### src/rtl/step_driver_if.sv
// rtl/step_driver_if.sv - burst request handshake between upstream logic and step_driver
interface step_driver_if #(
    parameter int CW = 4
);
    logic          req_valid;
    logic [CW-1:0] req_cnt;
    logic          req_ready;

    modport master (
        output req_valid,
        output req_cnt,
        input  req_ready
    );

    modport slave (
        input  req_valid,
        input  req_cnt,
        output req_ready
    );
endinterface

### src/rtl/step_driver.sv
// rtl/step_driver.sv - step strobe burst generator with receiver position mirror (optional STEP_CHECK_EN)
module step_driver #(
    parameter int MOD = 5,
    parameter int GAP = 1,
    parameter int CW  = 4
) (
    input  logic               clk,
    input  logic               rst_n,
    step_driver_if.slave       req,
    output logic               x,
    output logic               busy,
    output logic               done,
    output logic [2:0]         pos,
    output logic               wrap,
    input  logic               y_in,
    output logic               err
);

    typedef enum logic [1:0] {
        IDLE  = 2'd0,
        PULSE = 2'd1,
        GAPW  = 2'd2,
        DONE  = 2'd3
    } state_t;

    localparam logic [2:0] POS_MAX = 3'(MOD - 1);
    localparam logic [3:0] GAP_V   = 4'(GAP);

    state_t        state;
    state_t        state_nxt;
    logic [CW-1:0] rem;
    logic [CW-1:0] rem_nxt;
    logic [3:0]    gcnt;
    logic [3:0]    gcnt_nxt;
    logic          accept;

    // All handshake and strobe outputs decode straight from the state register.
    assign req.req_ready = (state == IDLE);
    assign busy          = (state != IDLE);
    assign x             = (state == PULSE);
    assign done          = (state == DONE);
    assign accept        = req.req_valid & req.req_ready;

    // State, remaining-step and gap counters.
    always_ff @(posedge clk or negedge rst_n) begin
        if (!rst_n) begin
            state <= IDLE;
            rem   <= '0;
            gcnt  <= '0;
        end else begin
            state <= state_nxt;
            rem   <= rem_nxt;
            gcnt  <= gcnt_nxt;
        end
    end

    // Next-state logic: a zero-length burst goes straight to DONE.
    always_comb begin
        state_nxt = state;
        rem_nxt   = rem;
        gcnt_nxt  = gcnt;
        case (state)
            IDLE: begin
                if (accept) begin
                    if (req.req_cnt == '0) begin
                        state_nxt = DONE;
                    end else begin
                        rem_nxt   = req.req_cnt;
                        state_nxt = PULSE;
                    end
                end
            end
            PULSE: begin
                rem_nxt = rem - 1'b1;
                if (rem == CW'(1)) begin
                    state_nxt = DONE;
                end else if (GAP_V == 4'd0) begin
                    state_nxt = PULSE;
                end else begin
                    gcnt_nxt  = GAP_V;
                    state_nxt = GAPW;
                end
            end
            GAPW: begin
                if (gcnt <= 4'd1) begin
                    state_nxt = PULSE;
                end else begin
                    gcnt_nxt = gcnt - 4'd1;
                end
            end
            DONE: begin
                state_nxt = IDLE;
            end
            default: begin
                state_nxt = IDLE;
            end
        endcase
    end

    // Mirror the receiver: advance on the same edge that closes an x pulse.
    always_ff @(posedge clk or negedge rst_n) begin
        if (!rst_n) begin
            pos  <= '0;
            wrap <= 1'b0;
        end else if (state == PULSE) begin
            pos  <= (pos == POS_MAX) ? 3'd0 : pos + 3'd1;
            wrap <= (pos == POS_MAX);
        end else begin
            wrap <= 1'b0;
        end
    end

`ifdef STEP_CHECK_EN
    // Sticky flag: receiver y must equal (pos == MOD-1) every cycle.
    always_ff @(posedge clk or negedge rst_n) begin
        if (!rst_n) begin
            err <= 1'b0;
        end else if (y_in != (pos == POS_MAX)) begin
            err <= 1'b1;
        end
    end
`else
    logic unused_y_in;
    assign unused_y_in = y_in;
    assign err         = 1'b0;
`endif

endmodule

### src/flat_wrapper.sv
// flat-port wrapper written by rule: the top's interface ports become plain ports
module step_driver_flat 
#(
    parameter int MOD = 5,
    parameter int GAP = 1,
    parameter int CW  = 4
)
  (clk, rst_n, x, busy, done, pos, wrap, y_in, err, req_req_valid, req_req_cnt, req_req_ready);
  step_driver_if #(.CW(CW)) req_i ();
  input  logic clk;
  input  logic rst_n;
  output logic x;
  output logic busy;
  output logic done;
  output logic [2:0] pos;
  output logic wrap;
  input  logic y_in;
  output logic err;
  input wire logic [$bits(req_i.req_valid)-1:0] req_req_valid;
  input wire logic [$bits(req_i.req_cnt)-1:0] req_req_cnt;
  output wire logic [$bits(req_i.req_ready)-1:0] req_req_ready;
  assign req_i.req_valid = req_req_valid;
  assign req_i.req_cnt = req_req_cnt;
  assign req_req_ready = req_i.req_ready;
  step_driver #(.MOD(MOD), .GAP(GAP), .CW(CW)) u_core (.clk(clk), .rst_n(rst_n), .req(req_i), .x(x), .busy(busy), .done(done), .pos(pos), .wrap(wrap), .y_in(y_in), .err(err));
endmodule
### config.mk
export PLATFORM = sky130hd
export DESIGN_NAME = step_driver_flat
export DESIGN_NICKNAME = d
export VERILOG_FILES = /design/src/rtl/step_driver_if.sv /design/src/rtl/step_driver.sv /design/src/flat_wrapper.sv
export SDC_FILE = /design/constraint.sdc
export NUM_CORES = 1
export LEC_CHECK = 0
export CAP_MARGIN = 10
export CORE_MARGIN = 2
export CORE_UTILIZATION = 35
export DETAILED_ROUTE_END_ITERATION = 10
export GPL_TIMING_DRIVEN = 0
export SLEW_MARGIN = 0
export SYNTH_ARGS = -nofsm -noshare
export SYNTH_HDL_FRONTEND = slang
export SYNTH_SLANG_ARGS = --single-unit
### constraint.sdc
create_clock -name clk -period 3.2 [get_ports clk]
set_input_delay 0.32 -clock clk [delete_from_list [all_inputs] [get_ports clk]]
set_output_delay 0.32 -clock clk [all_outputs]
set_load 0.05 [all_outputs]
==> results of run 1 <==
-- final timing paths --
path / startpoint / to
worst max-delay path: u_core.state[0] / busy
worst min-delay path: rst_n / u_core.gcnt[2]
worst max register to register: u_core.state[1] / u_core.gcnt[1]
worst min register to register: u_core.gcnt[2] / u_core.gcnt[2]
max in group asynchronous: rst_n / u_core.rem[2]
min in group clk: req_req_valid / u_core.rem[3]
-- synthesized netlist by cell type (2+ instances only) --
cell type / n / area (sq um)
sky130_fd_sc_hd__a31oi_1: 2 / 12.5
sky130_fd_sc_hd__ha_1: 11 / 138
sky130_fd_sc_hd__o21ai_0: 9 / 45.0
sky130_fd_sc_hd__clkbuf_1: 3 / 11.3
sky130_fd_sc_hd__a21oi_1: 2 / 10.0
sky130_fd_sc_hd__a32oi_1: 3 / 26.3
sky130_fd_sc_hd__mux2i_1: 3 / 30.0
sky130_fd_sc_hd__dfrtp_1: 14 / 350
sky130_fd_sc_hd__nor4_1: 2 / 12.5
sky130_fd_sc_hd__nand2_1: 11 / 41.3
sky130_fd_sc_hd__and3_1: 3 / 18.8
sky130_fd_sc_hd__nor3_1: 5 / 25.0
sky130_fd_sc_hd__nand2b_1: 3 / 18.8
sky130_fd_sc_hd__nor2_1: 6 / 22.5
sky130_fd_sc_hd__inv_1: 12 / 45.0
-- logic make-up (layout without fill, tap and decap cells) --
kind of cell               count (synthesis)  count (layout)  share of synthesized area
and+or+nand+nor                           36              36                      0.195
AOI/OAI and AO/OA                         27              27                      0.195
buffers and inverters                     17              34                     0.0711
DFF                                       14              14                      0.362
adders and majority gates                 11              11                      0.142
muxes                                      3               3                     0.0310
other                                      1               1                    0.00387
-- layer usage --
| metal | wire, um | vias up | global-route usage |
|---|---|---|---|
| met1 | 1020 | 410 | 0.191 |
| met5 | 0 | - | 0 |
| met2 | 940 | 13 | 0.229 |
| met4 | 35 | 0 | 0.0612 |
| met3 | 60 | 4 | 0.0230 |
| li1 | - | 421 | - |
-- metrics by stage --
| step | cell area, sq um | total power, uW | setup slack, ns | hold WS [ns] | std cells |
|---|---|---|---|---|---|
| floorplan | 968 | 818 | 1.08 | 0.0244 | 109 |
| global placement | 1140 | 992 | 1.08 | 0.498 | 153 |
| detailed placement | 1140 | 1010 | 1.08 | 0.514 | 153 |
| CTS | 1170 | 1150 | 0.734 | 0.441 | 157 |
| global route | 1170 | 1230 | 0.634 | 0.484 | 157 |
| finish | 1170 | 1140 | 0.725 | 0.420 | 157 |
-- area by class of cell --
cell class	count	area, sq um
fill	269	1510
tap	31	38.8
clock buffer	4	36.3
inverter	12	45.0
timing repair buffer	13	130
sequential	14	350
multi-input combinational	78	549
buffer	5	23.8
-- critical path, stage by stage, from the launching register on --
cell and delay, ns:
sky130_fd_sc_hd__dfrtp_1 0.43, sky130_fd_sc_hd__inv_1 0.11, sky130_fd_sc_hd__ha_1 0.31, sky130_fd_sc_hd__inv_1 0.19, sky130_fd_sc_hd__clkdlybuf4s50_1 0.84
-- power by group through the flow --
stage	registers [uW]	clock network, uW	logic (uW)
after floorplan	356	0	462
after global placement	304	0	688
after detailed placement	306	0	701
after CTS	301	140	705
after global routing	312	147	772
final	304	132	703
-- state kept, by name, indices dropped and copies added, names as in the netlist --
name          flops
u_core.pos        3
u_core.state      2
u_core.wrap       1
u_core.rem        4
u_core.gcnt       4
==> load_flow_metrics.sql, run 1 <==
INSERT INTO impl_metrics (metric_group, metric, value, unit) VALUES
('yosys', 'synth.avg_cell_area', '8.88', 'sq um'),
('placement', 'portBuffers', '13', ''),
('routing', 'finalWirelength', '2060', 'um'),
('pwr', 'p_seq_frac', '0.267', ''),
('routing', 'detail_route.iter0.violations', '22', ''),
('cells_and_area', 'finish.net_count', '146', ''),
('floorplanning', 'core', '2690', 'sq um'),
('clocking', 'cts_buffer_depth', '2', ''),
('timing', 'finalSetupTns', '0', 'ns'),
('clocking', 'ctsHoldBuffers', '0', ''),
('global_routing', 'grt_first_pass_wirelength', '3620', 'um'),
('critical_path', 'end_kind', 'primary output', ''),
('clocking', 'cts.repair_timing.setup_buffer_count', '0', ''),
('routing', 'routed_wire_length_per_instance', '13.1', 'um'),
('routing', 'detail_route.drc_violations', '0', ''),
('timing', 'timing.final.setup_violations', '0', ''),
('hold_path', 'hp-class', 'in -> async', ''),
('yosys', 'synth_fp_nets', '128', ''),
('yosys', 'synthArstFlopShare', '1.00', ''),
('cells_and_area', 'area_growth_syn_to_layout', '21.2', '%'),
('global_routing', 'antenna_found_initial', '0', ''),
('floorplanning', 'floorplan.die_area', '3200', 'sq um'),
('status', 'outcome', 'finished clean', ''),
('clocking', 'tritoncts_clock_tree', 'built', ''),
('critical_path', 'timing.reg2reg.setup_slack', '1.36', 'ns'),
('global_routing', 'global_route_usage_over_all_layers', '0.144', ''),
('cells_and_area', 'finalCoreUtilization', '0.437', ''),
('critical_path', 'critical_path.startpoint_type', 'register', ''),
('cells_and_area', 'commonest_cells_after_routing_fill_and_taps_aside', 'sky130_fd_sc_hd__dfrtp_1, sky130_fd_sc_hd__clkdlybuf4s50_1, sky130_fd_sc_hd__inv_1', ''),
('yosys', 'synth_seq_area_share', '0.362', ''),
('routing', 'antenna_violation_net_count_after_detailed_routing', '0', ''),
('floorplanning', 'rows', '19', ''),
('flow_run', 'drv.max_cap_violation_count', '0', ''),
('floorplanning', 'start_util', '0.361', ''),
('clocking', 'clock_sink_count', '14', ''),
('routing', 'vias', '848', ''),
('critical_path', 'timing.critical_path.fanout_max', '9', ''),
('clocking', 'clock_tree.root_cell', 'sky130_fd_sc_hd__clkbuf_4', ''),
('pwr', 'share_clk_of_total_power', '0.116', ''),
('floorplanning', 'chip_width', '56.6', 'um'),
('pwr', 'leakage', '0.000543', 'uW'),
('cells_and_area', 'fraction_of_layout_cells_with_a_size_suffix_above_1', '0.0556', ''),
('critical_path', 'timing_worst_setup_path_type', 'reg -> out', ''),
('routing', 'via_per_inst', '5.40', ''),
('timing', 'fmax', '404', 'MHz'),
('placement', 'dp.final_hpwl', '1520', 'um'),
('timing', 'setup_repair_after_global_routing_missed_its_margin', 'no', ''),
('yosys', 'syn_inst_count', '109', ''),
('critical_path', 'r2r.worst_path.cells', '7', ''),
('placement', 'place_congestion', '0.764', ''),
('clocking', 'cts_repair_resize_count', '0', ''),
('cells_and_area', 'antenna_cells_inserted', '0', ''),
('routing', 'drt-pass1-iter-count', '4', ''),
('pwr', 'combPwrFrac', '0.617', ''),
('yosys', 'post_synthesis_instance_area', '968', 'sq um'),
('pwr', 'switching_share', '0.501', ''),
('global_routing', 'overflow', '0', ''),
('global_routing', 'grt_max_degree', '15', ''),
('yosys', 'synthDistinctLibCells', '35', ''),
('timing', 'slew_viol_final', '0', ''),
('pwr', 'power-per-cell-area', '971', 'nW/um^2'),
('floorplanning', 'die_y', '56.6', 'um'),
('pwr', 'worst_ir_drop_vdd', '387', 'uV'),
('timing', 'finClkSkew', '0.0102', 'ns'),
('timing', 'worst_slew_margin_rel', '0.564', ''),
('timing', 'hold_violations', '0', ''),
('floorplanning', 'top_level_ports', '17', ''),
('yosys', 'synth_edf_count', '0', ''),
('yosys', 'ys_dominant_reg_cell', 'sky130_fd_sc_hd__dfrtp_1', ''),
('global_routing', 'vias_in_the_first_global_route', '791', ''),
('cells_and_area', 'most_common_cell_after_layout_fill_and_taps_aside', 'sky130_fd_sc_hd__dfrtp_1', ''),
('pwr', 'switching_power', '572', 'uW'),
('pwr', 'internal_power', '568', 'uW'),
('timing', 'transition_time_of_the_tightest_slew_check_pin', '0.653', 'ns'),
('clocking', 'htreeDepth', '1', ''),
('timing', 'final_period_utilization', '0.773', ''),
('critical_path', 'worstPathRequired', '2.88', 'ns'),
('critical_path', 'cp.arrival', '2.15', 'ns'),
('clocking', 'cts_bufs_inserted', '3', ''),
('yosys', 'yosys_warnings', '0', ''),
('clocking', 'worst_setup_hold_path_clk_slew', '0.10', 'ns'),
('yosys', 'ys_ff_latch', '14', ''),
('clocking', 'clk_latency', '0.29', 'ns'),
('timing', 'timing.final.crit_period', '2.47', 'ns');
(Power assumes the default switching activity.)
==> inputs of run 2 (changes only) <==
==> constraint.sdc (replaced) <==
create_clock -name clk -period 2.3 [get_ports clk]
set_input_delay 0.23 -clock clk [delete_from_list [all_inputs] [get_ports clk]]
set_output_delay 0.23 -clock clk [all_outputs]
set_load 0.05 [all_outputs]
==> load_flow_metrics.sql, run 2 (synthesis results as in run 1) <==
INSERT INTO impl_metrics (metric_group, metric, value, unit) VALUES
('status', 'outcome', 'finished clean', ''),
('routing', 'detail_route.drc_violations', '0', ''),
('global_routing', 'grt_max_degree', '15', ''),
('clocking', 'ctsHoldBuffers', '0', ''),
('timing', 'slew_viol_final', '0', ''),
('timing', 'hold_violations', '0', ''),
('cells_and_area', 'stdcell_count', '157', ''),
('global_routing', 'antenna_found_initial', '0', ''),
('floorplanning', 'top_level_ports', '17', ''),
('routing', 'finalWirelength', '2050', 'um'),
('clocking', 'cts_buffer_depth', '2', ''),
('floorplanning', 'core', '2690', 'sq um'),
('routing', 'antenna_violation_net_count_after_detailed_routing', '0', ''),
('critical_path', 'end_kind', 'primary output', ''),
('cells_and_area', 'fraction_of_layout_cells_with_a_size_suffix_above_1', '0.0556', ''),
('pwr', 'post_route_total_power', '1580', 'uW'),
('clocking', 'worst_setup_hold_path_clk_slew', '0.10', 'ns'),
('floorplanning', 'die_y', '56.6', 'um'),
('timing', 'worst_slew_margin_rel', '0.562', ''),
('routing', 'via_per_inst', '5.32', ''),
('cells_and_area', 'antenna_cells_inserted', '0', ''),
('critical_path', 'timing.critical_path.slowest_stage_cell', 'sky130_fd_sc_hd__dlygate4sd2_1', ''),
('cells_and_area', 'most_common_cell_after_layout_fill_and_taps_aside', 'sky130_fd_sc_hd__dfrtp_1', ''),
('routing', 'detail_route.iter0.violations', '22', ''),
('routing', 'routedLengthMet1', '1010', 'um'),
('timing', 'timing.final.setup_violations', '0', ''),
('hold_path', 'hp-class', 'in -> async', ''),
('timing', 'transition_time_of_the_tightest_slew_check_pin', '0.654', 'ns'),
('cells_and_area', 'area_growth_syn_to_layout', '21.3', '%'),
('routing', 'routed_wire_length_per_instance', '13.1', 'um'),
('cells_and_area', 'finish.net_count', '146', ''),
('timing', 'timing.final.crit_period', '2.09', 'ns'),
('flow_run', 'drv.max_cap_violation_count', '0', ''),
('pwr', 'worst_ir_drop_vdd', '534', 'uV'),
('cells_and_area', 'multi_input_gate_area', '549', 'sq um'),
('critical_path', 'worstReg2RegStart', 'u_core.state[1]', ''),
('critical_path', 'cp.arrival', '1.86', 'ns'),
('timing', 'finalSetupTns', '0', 'ns'),
('critical_path', 'timing_worst_setup_path_type', 'reg -> out', ''),
('critical_path', 'worstPathRequired', '2.07', 'ns'),
('critical_path', 'slowest_delay', '0.55', 'ns'),
('clocking', 'htreeDepth', '1', ''),
('floorplanning', 'chip_width', '56.6', 'um'),
('timing', 'finClkSkew', '0.0104', 'ns'),
('routing', 'routed.top_layer', 'met4', ''),
('timing', 'fmax', '479', 'MHz'),
('clocking', 'tritoncts_clock_tree', 'built', ''),
('floorplanning', 'rows', '19', ''),
('placement', 'place.detailed.instances', '153', ''),
('clocking', 'cts.repair_timing.setup_buffer_count', '0', ''),
('routing', 'route.met2.wl', '935', 'um'),
('routing', 'met3_wirelength', '73', 'um'),
('placement', 'portBuffers', '13', ''),
('global_routing', 'vias_in_the_first_global_route', '791', ''),
('critical_path', 'worst_path_most_repeated_cell', 'sky130_fd_sc_hd__inv_1', ''),
('critical_path', 'critical_path.startpoint', 'u_core.state[0]', ''),
('clocking', 'clock_tree.root_cell', 'sky130_fd_sc_hd__clkbuf_4', ''),
('pwr', 'leakage', '0.000556', 'uW'),
('clocking', 'clock_sink_count', '14', ''),
('global_routing', 'global_route_usage_over_all_layers', '0.144', ''),
('routing', 'vias', '836', ''),
('pwr', 'power-per-cell-area', '1340', 'nW/um^2'),
('placement', 'dp.final_hpwl', '1520', 'um'),
('critical_path', 'r2r.worst_path.cells', '7', ''),
('global_routing', 'overflow', '0', ''),
('global_routing', 'grt_first_pass_wirelength', '3620', 'um'),
('clocking', 'cts_bufs_inserted', '3', ''),
('critical_path', 'critical_path.startpoint_type', 'register', ''),
('clocking', 'clk_latency', '0.29', 'ns'),
('cells_and_area', 'fillerInstances', '269', ''),
('critical_path', 'timing.critical_path.fanout_max', '9', ''),
('placement', 'place_congestion', '0.764', ''),
('routing', 'drt-pass1-iter-count', '4', ''),
('timing', 'setup_repair_after_global_routing_missed_its_margin', 'no', ''),
('floorplanning', 'floorplan.die_area', '3200', 'sq um'),
('cells_and_area', 'register_area', '350', 'sq um'),
('timing', 'final_period_utilization', '0.908', ''),
('cells_and_area', 'reg.largest.list', 'u_core.gcnt x4, u_core.rem x4, u_core.pos x3', ''),
('floorplanning', 'start_util', '0.361', ''),
('cells_and_area', 'commonest_cells_after_routing_fill_and_taps_aside', 'sky130_fd_sc_hd__dfrtp_1, sky130_fd_sc_hd__inv_1, sky130_fd_sc_hd__nand2_1, sky130_fd_sc_hd__ha_1, sky130_fd_sc_hd__clkdlybuf4s50_1', ''),
('critical_path', 'timing.critical_path.cells', 'inv_1, ha_1, inv_1, dlygate4sd2_1', '');
-- run 2: changes by cell type in the layout (fill, tap and decap cells not counted), sizes merged --
cell           change
clkdlybuf4s50      -2
dlygate4sd2        +1
dlymetal6s2s       +1
-- run 2: layout make-up --
type,count,share of cell area
flip-flops and latches,14,0.298
well taps,31,0.0330
inverters,12,0.0383
plain buffers,5,0.0202
multi-input cells,78,0.468
clock buffers,4,0.0309
repair buffers,13,0.112
-- run 2: critical path: cells and delay by family (launching register included) --
family,cells,cell delay [ns]
buffers and inverters,3,0.83
adder cells (fa/ha/maj),1,0.31
flip-flops,1,0.42
-- run 2: layer usage --
metal | up-vias | global-route usage
li1 | 422 | -
met1 | 396 | 0.191
met2 | 14 | 0.229
met3 | 4 | 0.0230
met4 | 0 | 0.0612
met5 | - | 0
-- run 2: worst paths after layout --
kind / end / slack (ns)
setup / recovery: busy / 0.21
hold / removal: u_core.gcnt[2] / 0.33
setup reg to reg: u_core.gcnt[1] / 0.46
hold reg to reg: u_core.gcnt[2] / 0.52
max in group asynchronous: u_core.rem[2] / 1.54
min in group clk: u_core.rem[3] / 0.41
-- run 2: per-stage QoR --
step	utilization	area [sq um]	setup slack (ns)	hold WS, ns
final	0.437	1170	0.212	0.332
after global routing	0.437	1170	0.114	0.394
after CTS	0.436	1170	0.0381	0.351
after detailed placement	0.423	1140	0.268	0.514
after global placement	0.423	1140	0.271	0.498
after floorplan	-	968	0.178	-0.0656
-- run 2: timing repair --
| action | 4_1_cts | 5_1_grt |
|---|---|---|
| setup endpoints to repair | 1 | 1 |
| endpoints found under the hold margin | 0 | 0 |
| resized for setup | 1 | 1 |
-- run 2: where the power goes --
group	switching, uW	internal [uW]
logic	612	357
clock network	87.0	96.4
registers	92.9	330
total	792	783
==> inputs of run 3 (changes only) <==
--- a/config.mk
+++ b/config.mk
@@ -8,7 +8,9 @@
 export CAP_MARGIN = 10
 export CORE_MARGIN = 2
 export CORE_UTILIZATION = 35
+export CTS_CLUSTER_DIAMETER = 80
 export DETAILED_ROUTE_END_ITERATION = 10
+export GPL_ROUTABILITY_DRIVEN = 1
 export GPL_TIMING_DRIVEN = 0
 export SLEW_MARGIN = 0
 export SYNTH_ARGS = -nofsm -noshare
==> results of run 3 <==
Same layout as run 2: the final DEF is identical, and so are final timing and power.
